==> config.mk <==
export PLATFORM = sky130hd
export DESIGN_NAME = mm_quantum_arbitrator_flat
export DESIGN_NICKNAME = d
export VERILOG_FILES = /design/src/rtl/mm_quantum_arbitrator_pkg.sv /design/src/rtl/mm_quantum_arbitrator_if.sv /design/src/rtl/mm_quantum_arbitrator_rr_select.sv /design/src/rtl/mm_quantum_arbitrator.sv /design/src/flat_wrapper.sv
export SDC_FILE = /design/constraint.sdc
export NUM_CORES = 1
export LEC_CHECK = 0
export ABC_AREA = 1
export CORE_ASPECT_RATIO = 0.9
export CORE_MARGIN = 4
export CORE_UTILIZATION = 34
export CTS_BUF_LIST = sky130_fd_sc_hd__clkbuf_16
export CTS_CLUSTER_DIAMETER = 120
export CTS_CLUSTER_SIZE = 14
export DETAILED_ROUTE_END_ITERATION = 10
export DONT_BUFFER_PORTS = 1
export GPL_ROUTABILITY_DRIVEN = 0
export PLACE_DENSITY = 0.54
export SYNTH_ARGS = -nofsm -noshare
export SYNTH_HDL_FRONTEND = slang
export SYNTH_SLANG_ARGS = --single-unit
export TNS_END_PERCENT = 100
==> constraint.sdc <==
create_clock -name clk -period 4.3 [get_ports clk]
set_clock_uncertainty 0.2 [all_clocks]
set_input_delay 0.43 -clock clk [delete_from_list [all_inputs] [get_ports clk]]
set_output_delay 0.43 -clock clk [all_outputs]
set_load 0.005 [all_outputs]
==> src/rtl/mm_quantum_arbitrator_pkg.sv <==
// Shared types and helpers for the quantum-limited round-robin arbiter.
// The package holds the FSM state encoding and the index wrap helper.
package mm_pkg;

    typedef enum logic [0:0] {
        MM_IDLE  = 1'b0,
        MM_GRANT = 1'b1
    } mm_state_e;

    // Successor of idx in a ring of n entries.
    function automatic int unsigned mm_wrap_next(input int unsigned idx, input int unsigned n);
        int unsigned nxt;
        nxt = idx + 32'd1;
        if (nxt >= n) begin
            nxt = 32'd0;
        end else begin
            nxt = nxt;
        end
        return nxt;
    endfunction

endpackage

==> src/rtl/mm_quantum_arbitrator_if.sv <==
// Bus bundle between the masters, the arbiter and the single downstream slave.
// The arbiter connects through the arb modport.
interface mm_quantum_arbitrator_if #(
    parameter int AWIDTH  = 8,
    parameter int DWIDTH  = 8,
    parameter int MASTERS = 3
);
    logic [MASTERS-1:0][AWIDTH-1:0] s_addr;
    logic [MASTERS-1:0]             s_wreq;
    logic [MASTERS-1:0][DWIDTH-1:0] s_wdat;
    logic [MASTERS-1:0]             s_rreq;
    logic [MASTERS-1:0][DWIDTH-1:0] s_rdat;
    logic [MASTERS-1:0]             s_busy;

    logic [AWIDTH-1:0]              m_addr;
    logic                           m_wreq;
    logic [DWIDTH-1:0]              m_wdat;
    logic                           m_rreq;
    logic [DWIDTH-1:0]              m_rdat;
    logic                           m_busy;

    modport arb (
        input  s_addr, s_wreq, s_wdat, s_rreq, m_rdat, m_busy,
        output s_rdat, s_busy, m_addr, m_wreq, m_wdat, m_rreq
    );

    modport master (
        output s_addr, s_wreq, s_wdat, s_rreq,
        input  s_rdat, s_busy
    );

    modport slave (
        input  m_addr, m_wreq, m_wdat, m_rreq,
        output m_rdat, m_busy
    );

endinterface

==> src/rtl/mm_quantum_arbitrator_rr_select.sv <==
// Combinational round-robin picker: first set bit of i_req at or after i_start,
// wrapping, reported as one-hot, index and found flag.
module mm_rr_select #(
    parameter int N  = 3,
    parameter int IW = $clog2(N)
) (
    input  logic [N-1:0]  i_req,
    input  logic [IW-1:0] i_start,
    output logic [N-1:0]  o_sel,
    output logic [IW-1:0] o_idx,
    output logic          o_found
);

    logic [IW-1:0] w_pos;
    logic          w_hit;

    // Walk the ring from i_start; only the first hit sets a select bit.
    always_comb begin
        o_sel   = {N{1'b0}};
        o_idx   = {IW{1'b0}};
        o_found = 1'b0;
        w_pos   = {IW{1'b0}};
        w_hit   = 1'b0;
        for (int k = 0; k < N; k++) begin
            w_pos        = IW'((int'(i_start) + k) % N);
            w_hit        = i_req[w_pos] & ~o_found;
            o_sel[w_pos] = w_hit;
            o_idx        = w_hit ? w_pos : o_idx;
            o_found      = o_found | w_hit;
        end
    end

endmodule

==> src/rtl/mm_quantum_arbitrator.sv <==
// Round-robin arbiter granting one master the slave port for at most QUANTUM
// accepted transactions per tenure, with zero-bubble hand-over.
module mm_quantum_arbitrator
    import mm_pkg::*;
#(
    parameter int AWIDTH  = 8,
    parameter int DWIDTH  = 8,
    parameter int MASTERS = 3,
    parameter int QUANTUM = 4
) (
    input  logic                       clk,
    input  logic                       reset,
    mm_quantum_arbitrator_if.arb       bus,
    output logic [$clog2(MASTERS)-1:0] owner,
    output logic                       owner_vld
);

    localparam int IW = $clog2(MASTERS);
    localparam int CW = $clog2(QUANTUM + 1);

    mm_state_e          r_state, w_nxt_state;
    logic [MASTERS-1:0] r_grant, w_nxt_grant;
    logic [IW-1:0]      r_owner, w_nxt_owner;
    logic               r_owner_vld, w_nxt_owner_vld;
    logic [CW-1:0]      r_cnt, w_nxt_cnt;
    logic [IW-1:0]      r_ptr, w_nxt_ptr;

    logic [MASTERS-1:0] w_req;
    logic [MASTERS-1:0] w_grant;
    logic [AWIDTH-1:0]  w_m_addr;
    logic [DWIDTH-1:0]  w_m_wdat;
    logic               w_m_wreq;
    logic               w_m_rreq;
    logic               w_acc;
    logic [CW-1:0]      w_cnt_inc;
    logic               w_owner_req;
    logic               w_release;
    logic [IW-1:0]      w_next_start;

    logic [MASTERS-1:0] w_idle_sel, w_rel_sel;
    logic [IW-1:0]      w_idle_idx, w_rel_idx;
    logic               w_idle_found, w_rel_found;

    assign w_req = bus.s_wreq | bus.s_rreq;

    // Gate the grant with reset so the slave port is quiet from the first reset cycle.
    assign w_grant = reset ? r_grant : {MASTERS{1'b0}};

    // AND-OR multiplex of the granted master onto the slave port.
    always_comb begin
        w_m_addr = {AWIDTH{1'b0}};
        w_m_wdat = {DWIDTH{1'b0}};
        w_m_wreq = 1'b0;
        w_m_rreq = 1'b0;
        for (int i = 0; i < MASTERS; i++) begin
            w_m_addr = w_m_addr | ({AWIDTH{w_grant[i]}} & bus.s_addr[i]);
            w_m_wdat = w_m_wdat | ({DWIDTH{w_grant[i]}} & bus.s_wdat[i]);
            w_m_wreq = w_m_wreq | (w_grant[i] & bus.s_wreq[i]);
            w_m_rreq = w_m_rreq | (w_grant[i] & bus.s_rreq[i]);
        end
    end

    assign bus.m_addr = w_m_addr;
    assign bus.m_wdat = w_m_wdat;
    assign bus.m_wreq = w_m_wreq;
    assign bus.m_rreq = w_m_rreq;
    assign bus.s_busy = ~w_grant | {MASTERS{bus.m_busy}};
    assign bus.s_rdat = {MASTERS{bus.m_rdat}};

    assign owner     = r_owner;
    assign owner_vld = r_owner_vld;

    // A simultaneous write+read counts as a single acceptance.
    assign w_acc        = (w_m_wreq | w_m_rreq) & ~bus.m_busy;
    assign w_cnt_inc    = r_cnt + CW'(w_acc);
    assign w_owner_req  = w_req[r_owner];
    assign w_release    = (r_state == MM_GRANT)
                        & (~w_owner_req | (w_acc & (w_cnt_inc == CW'(QUANTUM))));
    assign w_next_start = IW'(mm_wrap_next(32'(r_owner), 32'(MASTERS)));

    mm_rr_select #(.N(MASTERS), .IW(IW)) u_idle_select (
        .i_req   (w_req),
        .i_start (r_ptr),
        .o_sel   (w_idle_sel),
        .o_idx   (w_idle_idx),
        .o_found (w_idle_found)
    );

    // Starting one past the owner leaves the owner itself as the last candidate.
    mm_rr_select #(.N(MASTERS), .IW(IW)) u_rel_select (
        .i_req   (w_req),
        .i_start (w_next_start),
        .o_sel   (w_rel_sel),
        .o_idx   (w_rel_idx),
        .o_found (w_rel_found)
    );

    // Next-state and next-grant decision.
    always_comb begin
        w_nxt_state     = r_state;
        w_nxt_grant     = r_grant;
        w_nxt_owner     = r_owner;
        w_nxt_owner_vld = r_owner_vld;
        w_nxt_cnt       = r_cnt;
        w_nxt_ptr       = r_ptr;
        case (r_state)
            MM_IDLE: begin
                w_nxt_cnt = {CW{1'b0}};
                if (w_idle_found) begin
                    w_nxt_state     = MM_GRANT;
                    w_nxt_grant     = w_idle_sel;
                    w_nxt_owner     = w_idle_idx;
                    w_nxt_owner_vld = 1'b1;
                end else begin
                    w_nxt_grant     = {MASTERS{1'b0}};
                    w_nxt_owner     = {IW{1'b0}};
                    w_nxt_owner_vld = 1'b0;
                end
            end
            MM_GRANT: begin
                if (w_release) begin
                    w_nxt_ptr = w_next_start;
                    w_nxt_cnt = {CW{1'b0}};
                    if (w_rel_found) begin
                        w_nxt_grant     = w_rel_sel;
                        w_nxt_owner     = w_rel_idx;
                        w_nxt_owner_vld = 1'b1;
                    end else begin
                        w_nxt_state     = MM_IDLE;
                        w_nxt_grant     = {MASTERS{1'b0}};
                        w_nxt_owner     = {IW{1'b0}};
                        w_nxt_owner_vld = 1'b0;
                    end
                end else begin
                    w_nxt_cnt = w_cnt_inc;
                end
            end
            default: begin
                w_nxt_state     = MM_IDLE;
                w_nxt_grant     = {MASTERS{1'b0}};
                w_nxt_owner     = {IW{1'b0}};
                w_nxt_owner_vld = 1'b0;
                w_nxt_cnt       = {CW{1'b0}};
                w_nxt_ptr       = {IW{1'b0}};
            end
        endcase
    end

    // State registers with synchronous active-low reset.
    always_ff @(posedge clk) begin
        if (!reset) begin
            r_state     <= MM_IDLE;
            r_grant     <= {MASTERS{1'b0}};
            r_owner     <= {IW{1'b0}};
            r_owner_vld <= 1'b0;
            r_cnt       <= {CW{1'b0}};
            r_ptr       <= {IW{1'b0}};
        end else begin
            r_state     <= w_nxt_state;
            r_grant     <= w_nxt_grant;
            r_owner     <= w_nxt_owner;
            r_owner_vld <= w_nxt_owner_vld;
            r_cnt       <= w_nxt_cnt;
            r_ptr       <= w_nxt_ptr;
        end
    end

endmodule

==> src/flat_wrapper.sv <==
// flat-port wrapper written by rule: the top's interface ports become plain ports
module mm_quantum_arbitrator_flat import mm_pkg::*;
#(
    parameter int AWIDTH  = 8,
    parameter int DWIDTH  = 8,
    parameter int MASTERS = 3,
    parameter int QUANTUM = 4
)
  (clk, reset, owner, owner_vld, bus_s_addr, bus_s_wreq, bus_s_wdat, bus_s_rreq, bus_m_rdat, bus_m_busy, bus_s_rdat, bus_s_busy, bus_m_addr, bus_m_wreq, bus_m_wdat, bus_m_rreq);
  mm_quantum_arbitrator_if #(.AWIDTH(AWIDTH), .DWIDTH(DWIDTH), .MASTERS(MASTERS)) bus_i ();
  input  logic clk;
  input  logic reset;
  output logic [$clog2(MASTERS)-1:0] owner;
  output logic owner_vld;
  input wire logic [$bits(bus_i.s_addr)-1:0] bus_s_addr;
  input wire logic [$bits(bus_i.s_wreq)-1:0] bus_s_wreq;
  input wire logic [$bits(bus_i.s_wdat)-1:0] bus_s_wdat;
  input wire logic [$bits(bus_i.s_rreq)-1:0] bus_s_rreq;
  input wire logic [$bits(bus_i.m_rdat)-1:0] bus_m_rdat;
  input wire logic [$bits(bus_i.m_busy)-1:0] bus_m_busy;
  output wire logic [$bits(bus_i.s_rdat)-1:0] bus_s_rdat;
  output wire logic [$bits(bus_i.s_busy)-1:0] bus_s_busy;
  output wire logic [$bits(bus_i.m_addr)-1:0] bus_m_addr;
  output wire logic [$bits(bus_i.m_wreq)-1:0] bus_m_wreq;
  output wire logic [$bits(bus_i.m_wdat)-1:0] bus_m_wdat;
  output wire logic [$bits(bus_i.m_rreq)-1:0] bus_m_rreq;
  assign bus_i.s_addr = bus_s_addr;
  assign bus_i.s_wreq = bus_s_wreq;
  assign bus_i.s_wdat = bus_s_wdat;
  assign bus_i.s_rreq = bus_s_rreq;
  assign bus_i.m_rdat = bus_m_rdat;
  assign bus_i.m_busy = bus_m_busy;
  assign bus_s_rdat = bus_i.s_rdat;
  assign bus_s_busy = bus_i.s_busy;
  assign bus_m_addr = bus_i.m_addr;
  assign bus_m_wreq = bus_i.m_wreq;
  assign bus_m_wdat = bus_i.m_wdat;
  assign bus_m_rreq = bus_i.m_rreq;
  mm_quantum_arbitrator #(.AWIDTH(AWIDTH), .DWIDTH(DWIDTH), .MASTERS(MASTERS), .QUANTUM(QUANTUM)) u_core (.clk(clk), .reset(reset), .bus(bus_i), .owner(owner), .owner_vld(owner_vld));
endmodule
After elaboration in Yosys (flattened, before gate mapping)
Index checks and enable logic that the tools add are counted.

Output and inout bits: 48. Input port bits: 65. Register bits: 12.

Bitwise operators: 45. Eq/ne operators: 2. Reduce and logical (&&, ||, !) cells: 7. Mux-type cells: 54. $add $sub $neg: 6. Magnitude comparators: 14. Divide/modulo/power cells: 6.

Operators with widths (count): $mod A32 B3 Y32 const B (4); $mod A3 B3 Y32 const B (2); $and A8 B8 Y8 (6); $or A8 B8 Y8 (4); $lt A2 B3 Y1 const B (7); $mux W2 (10); $mux W1 (17); $mux W3 (5); $bmux W1 S2 (7); $and A1 B1 Y1 (13); $bwmux W3 (4); $demux W1 S2 (6); $ge A2 B1 Y1 const B (6); $pmux W3 S2 (2); $or A1 B1 Y1 (10); $add A2 B1 Y3 const B (3); $not A1 Y1 (7); $add A2 B2 Y3 const B (2); $and A3 B3 Y3 (2); $logic_and A1 B1 Y1 (6); $or A3 B3 Y3 (2); $pmux W1 S2 (2); $pmux W2 S2 (1); $add A3 B1 Y3 (1); other kinds (5) (5).

Logic depth before layout (Yosys ltp)
Depth after elaboration: 15. Gate-level depth with buffers: 16. Gate-level depth less buffers: 16.

Hierarchy
From an unflattened synthesis, not the netlist that was laid out.

Cell total of the unflattened synthesis: 342. Area total of the unflattened synthesis: 1923.1 um^2.

Modules (own cells, without submodules): mm_quantum_arbitrator (area each 1247.4 um^2, cells an instance 202, sequential area each 240.2 um^2, times used 1); mm_rr_select (area each 337.8 um^2, cells an instance 70, sequential area each 0.0 um^2, times used 2).

Worst setup path after synthesis
No wires, ideal clock.

Path kind: input to register. From: input reset. To: register u_core.r_owner[1] (netlist: u_core.owner[1]). Arrival time: 1913 ps. Setup time: 109 ps. Path slack: 2079 ps. Stages on the path: 16. Cell sequence: nand2_1 > nor2_1 > nor2_1 > a21oi_1 > ha_1 > ha_1 > inv_1 > nand2_1 > nor2_1 > nand3_1 > nand3_4 > clkinv_2 > nand2_1 > nand3_1 > nand2_1 > inv_1.

Longest elaborated chain between the ends: 12. Elaborated cells on any way between the ends: 19.

Ends and longest elaborated chain: start: declaration (RTL line flat_wrapper.sv:12) `input logic reset;`; $mux W3 (*) (RTL line mm_quantum_arbitrator.sv:47) `assign w_grant = reset ? r_grant : {MASTERS{1'b0}};`; $and A1 B1 Y1 (on tied branches) (RTL line mm_quantum_arbitrator.sv:58, mm_quantum_arbitrator.sv:59); $or A1 B1 Y1 (on tied branches) (2 in a row) (RTL line mm_quantum_arbitrator.sv:58, mm_quantum_arbitrator.sv:59); $or A1 B1 Y1 (*) (RTL line mm_quantum_arbitrator.sv:74) `assign w_acc = (w_m_wreq | w_m_rreq) & ~bus.m_busy;`; $and A1 B1 Y1 (*) (RTL line mm_quantum_arbitrator.sv:74); $add A3 B1 Y3 (*) (RTL line mm_quantum_arbitrator.sv:75) `assign w_cnt_inc = r_cnt + CW'(w_acc);`; named net u_core.w_cnt_inc[1] (RTL line mm_quantum_arbitrator.sv:35) `logic [CW-1:0] w_cnt_inc;`; $eq A3 B3 Y1 (*) (RTL line mm_quantum_arbitrator.sv:78) `& (~w_owner_req | (w_acc & (w_cnt_inc == CW'(QUANTUM))));`; $and A1 B1 Y1 (*) (RTL line mm_quantum_arbitrator.sv:78); $or A1 B1 Y1 (*) (RTL line mm_quantum_arbitrator.sv:78); $and A1 B1 Y1 (*) (RTL line mm_quantum_arbitrator.sv:78); $ne A2 B2 Y1 (no source line) (*); end signal: assignment (RTL line mm_quantum_arbitrator.sv:154) `r_owner <= {IW{1'b0}};`; end signal: assignment (RTL line mm_quantum_arbitrator.sv:161) `r_owner <= w_nxt_owner;`; end: declaration (RTL line mm_quantum_arbitrator.sv:23) `logic [IW-1:0] r_owner, w_nxt_owner;`.

The timed path passes the listed nets; every way through them passes the cells marked *. A chain may end at the register's enable or synchronous reset.

Worst setup path in the final report
From: register u_core.r_grant[1]. To: register u_core.r_owner[1] (netlist: u_core.owner[1]).

Longest elaborated chain between the ends: 12. Elaborated cells on any way between the ends: 15.

Ends and longest elaborated chain: start: declaration (RTL line mm_quantum_arbitrator.sv:22) `logic [MASTERS-1:0] r_grant, w_nxt_grant;`; start signal: assignment (RTL line mm_quantum_arbitrator.sv:153) `r_grant <= {MASTERS{1'b0}};`; start signal: assignment (RTL line mm_quantum_arbitrator.sv:160) `r_grant <= w_nxt_grant;`; $mux W3 (*) (RTL line mm_quantum_arbitrator.sv:47); $and A1 B1 Y1 (on tied branches) (RTL line mm_quantum_arbitrator.sv:58, mm_quantum_arbitrator.sv:59); $or A1 B1 Y1 (on tied branches) (2 in a row) (RTL line mm_quantum_arbitrator.sv:58, mm_quantum_arbitrator.sv:59); $or A1 B1 Y1 (*) (RTL line mm_quantum_arbitrator.sv:74); $and A1 B1 Y1 (*) (RTL line mm_quantum_arbitrator.sv:74); $add A3 B1 Y3 (*) (RTL line mm_quantum_arbitrator.sv:75); named net u_core.w_cnt_inc[1] (RTL line mm_quantum_arbitrator.sv:35); $eq A3 B3 Y1 (*) (RTL line mm_quantum_arbitrator.sv:78); $and A1 B1 Y1 (*) (RTL line mm_quantum_arbitrator.sv:78); $or A1 B1 Y1 (*) (RTL line mm_quantum_arbitrator.sv:78); $and A1 B1 Y1 (*) (RTL line mm_quantum_arbitrator.sv:78); $ne A2 B2 Y1 (no source line) (*).

Marks and branches as above.

==> out/metrics.yaml <==
timing:
  period_share_pct: 54.9
  layout_min_cycle_time_ps: 2360
  slew_viol_final: 0
  fin_tns_setup_ps: 0
  relSlewSlack_pct: 67.0
  setup_viol: 0
  worst_pin_slew_ps: 492
  fin_hold_ws_ps: 101
  fmax_mhz: 424
  grt_setup_unrepaired: "no"
  finalHoldViolCount: 0
drt:
  dr.pass1.iters: 4
  wire_per_inst_um: 13.1
  final_antenna_net_count: 0
  drcViolationCount: 0
  via_per_inst: 5.12
  vias: 1628
  drtIter0Drc: 142
  wirelength_um: 4180
die:
  initial_core_util_pct: 35.4
  die_w_um: 80.0
  ios: 113
  core_mm2: 0.00449
  fp.dieH_um: 72.8
  num_rows: 23
  die_area_mm2: 0.00583
cts:
  cts_htree_levels: 1
  postCtsSetupRepairBufs: 0
  post_cts_resized: 0
  cts_tree: "yes"
  cts_made_buffers: 3
  path_clk_slew_ps: 40
  clkSinkCount: 12
  cts-root-buf: "clkbuf_16"
  hold_buffers: 0
  clock_latency_ps: 240
  clockBufferDepth: 2
cells_and_area:
  multi_input_area_mm2: 0.00101
  post-route-util_pct: 34.0
  antenna_cells: 0
  stdcell_area_mm2: 0.00153
  fin_nets: 328
  layout-drive-gt1-share_pct: 7.42
  syn_to_final_growth_pct: -3.94
  regArea_um2: 240
  n_fill_cell: 501
outcome:
  outcome: "complete, no violations"
power:
  ir_drop_mv: 0.164
  cellPowerDensity_mw_per_mm2: 361
  p_leak_nw: 0.742
global_route:
  grt.total_usage_pct: 13.4
  grt.overflow.total: 0
  grt_max_degree: 18
  grt_pass1_vias: 1326
  grt_pass1_wl_um: 6200
  grt_antenna_before_repair: 0
setup_path:
  crit_type: "flop to flop"
  r2r.worst_path.cells: 16
  arrival_ps: 2300
  path_cells: "nand3_1 -> nand2_1 -> nor2_1 -> a21oi_1 -> ha_1 -> ha_1 -> inv_1 -> nand2_1 -> nor2_1 -> nand3_1 -> nand3_4 -> clkinv_2 -> nand2_1 -> nand3_1 -> nand2_1 -> inv_1"
  crit_fanout: 9
  critPathSlowestCell: "dfxtp_1"
  cp-start-kind: "flop"
  slowest_delay_ps: 340
  crit_path_frequent_cell: "nand2_1"
  worstPathRequired_ps: 4240
  end_kind: "flop"
synthesis:
  synth_nets: 353
  synthesis.area_mm2: 0.00159
  postSynthCellCount: 282
  synth_seq_area_share_pct: 15.1
  synth.distinct_cells: 28
  yosys_register_bits: 12
  ys.warnings.count: 0
  avgSynthCellArea_um2: 5.63
place:
  dpl.hpwl_um: 3420
  dpl_cell_area_mm2: 0.00145
  numPortBuffers: 0
worst_hold_path:
  min_path_cells: 2
  hp-class: "input port to flop"
run:
  drv_cap: 0
-- layout make-up --
cell class              instances  share of cell area (%)
multi-input cells             210                    66.5
clock inverters                 1                   0.246
clock buffers                   3                    4.92
well taps                      62                    5.09
flip-flops and latches         12                    15.8
inverters                      30                    7.47
-- where the power goes --
group / switching [mW] / total (mW) / internal [mW]
sequential: 0.0207 / 0.147 / 0.126
clock: 0.0466 / 0.169 / 0.122
combinational: 0.160 / 0.235 / 0.0750
total: 0.228 / 0.551 / 0.323
-- logic make-up after synthesis --
kind of cell             share of synthesized area, %
AO/OA/AOI/OAI                                    6.54
XOR/XNOR                                        0.552
buffers and inverters                            21.0
flip-flops                                       15.1
adder cells (fa/ha/maj)                          4.73
AND/OR/NAND/NOR                                  52.1
-- worst max-delay path: cells and delay by family (launching register included) --
family                   cells  cell delay (ps)
buffers and inverters        3              200
adder cells (fa/ha/maj)      2              460
AO/OA/AOI/OAI                1              100
flip-flops                   1              340
AND/OR/NAND/NOR             10              960
-- synth_stat cells (all sizes together) --
cell | count | area, µm²
nand2 | 105 | 397
nand3 | 44 | 258
buf | 26 | 193
inv | 26 | 97.6
nor2 | 25 | 111
dfxtp | 12 | 240
a21oi | 10 | 53.8
nand4 | 7 | 43.8
o21ai | 7 | 35.0
ha | 6 | 75.1
clkbuf | 4 | 26.3
clkinv | 4 | 16.3
nor3 | 2 | 10.0
nand3b | 1 | 7.51
o211ai | 1 | 7.51
o31ai | 1 | 7.51
xnor2 | 1 | 8.76
-- through the flow --
| stage | worst slack (ps) | power, mW | instances |
|---|---|---|---|
| final | 1940 | 0.551 | 318 |
| after CTS | 1890 | 0.554 | 318 |
| after global placement | 1900 | 0.385 | 314 |
| after global routing | 1660 | 0.598 | 318 |
| after floorplan | 2080 | 0.355 | 282 |
| after detailed placement | 1830 | 0.382 | 314 |
-- layout by cell type, fill, tap and decap left out, drive strengths merged --
| cell type | n |
|---|---|
| nand3b | 1 |
| nand3 | 44 |
| nand2 | 105 |
| xnor2 | 1 |
| inv | 26 |
| clkbuf | 3 |
| clkinv | 5 |
| a21oi | 10 |
| nor3 | 2 |
| nand4 | 7 |
| nor2 | 25 |
| dfxtp | 12 |
| o21ai | 7 |
| ha | 6 |
| o211ai | 1 |
| o31ai | 1 |
-- final timing paths --
| path | from | endpoint | slack, ps |
|---|---|---|---|
| worst min-delay path | reset | u_core.owner[1] | 100 |
| worst min register to register | u_core.owner_vld | u_core.owner_vld | 310 |
| worst max-delay path | u_core.r_grant[1] | u_core.owner[1] | 1940 |
| worst max register to register | u_core.r_grant[1] | u_core.owner[1] | 1940 |
-- registers in the layout, indices dropped and copies added (netlist names) --
| register | count |
|---|---|
| u_core.r_grant | 3 |
| u_core.r_state | 1 |
| u_core.owner_vld | 1 |
| u_core.r_ptr | 2 |
| u_core.r_cnt | 3 |
| u_core.owner | 2 |
-- layer usage --
layer / vias to the layer above / GRT usage (%) / part of all wire [%]
met5: - / 0 / 0
met1: 713 / 18.9 / 46
met2: 79 / 20.1 / 44
met4: 0 / 4.50 / 1.5
li1: 824 / - / -
met3: 12 / 3.09 / 8.9
Note: power is estimated with default switching activity, not from simulation.
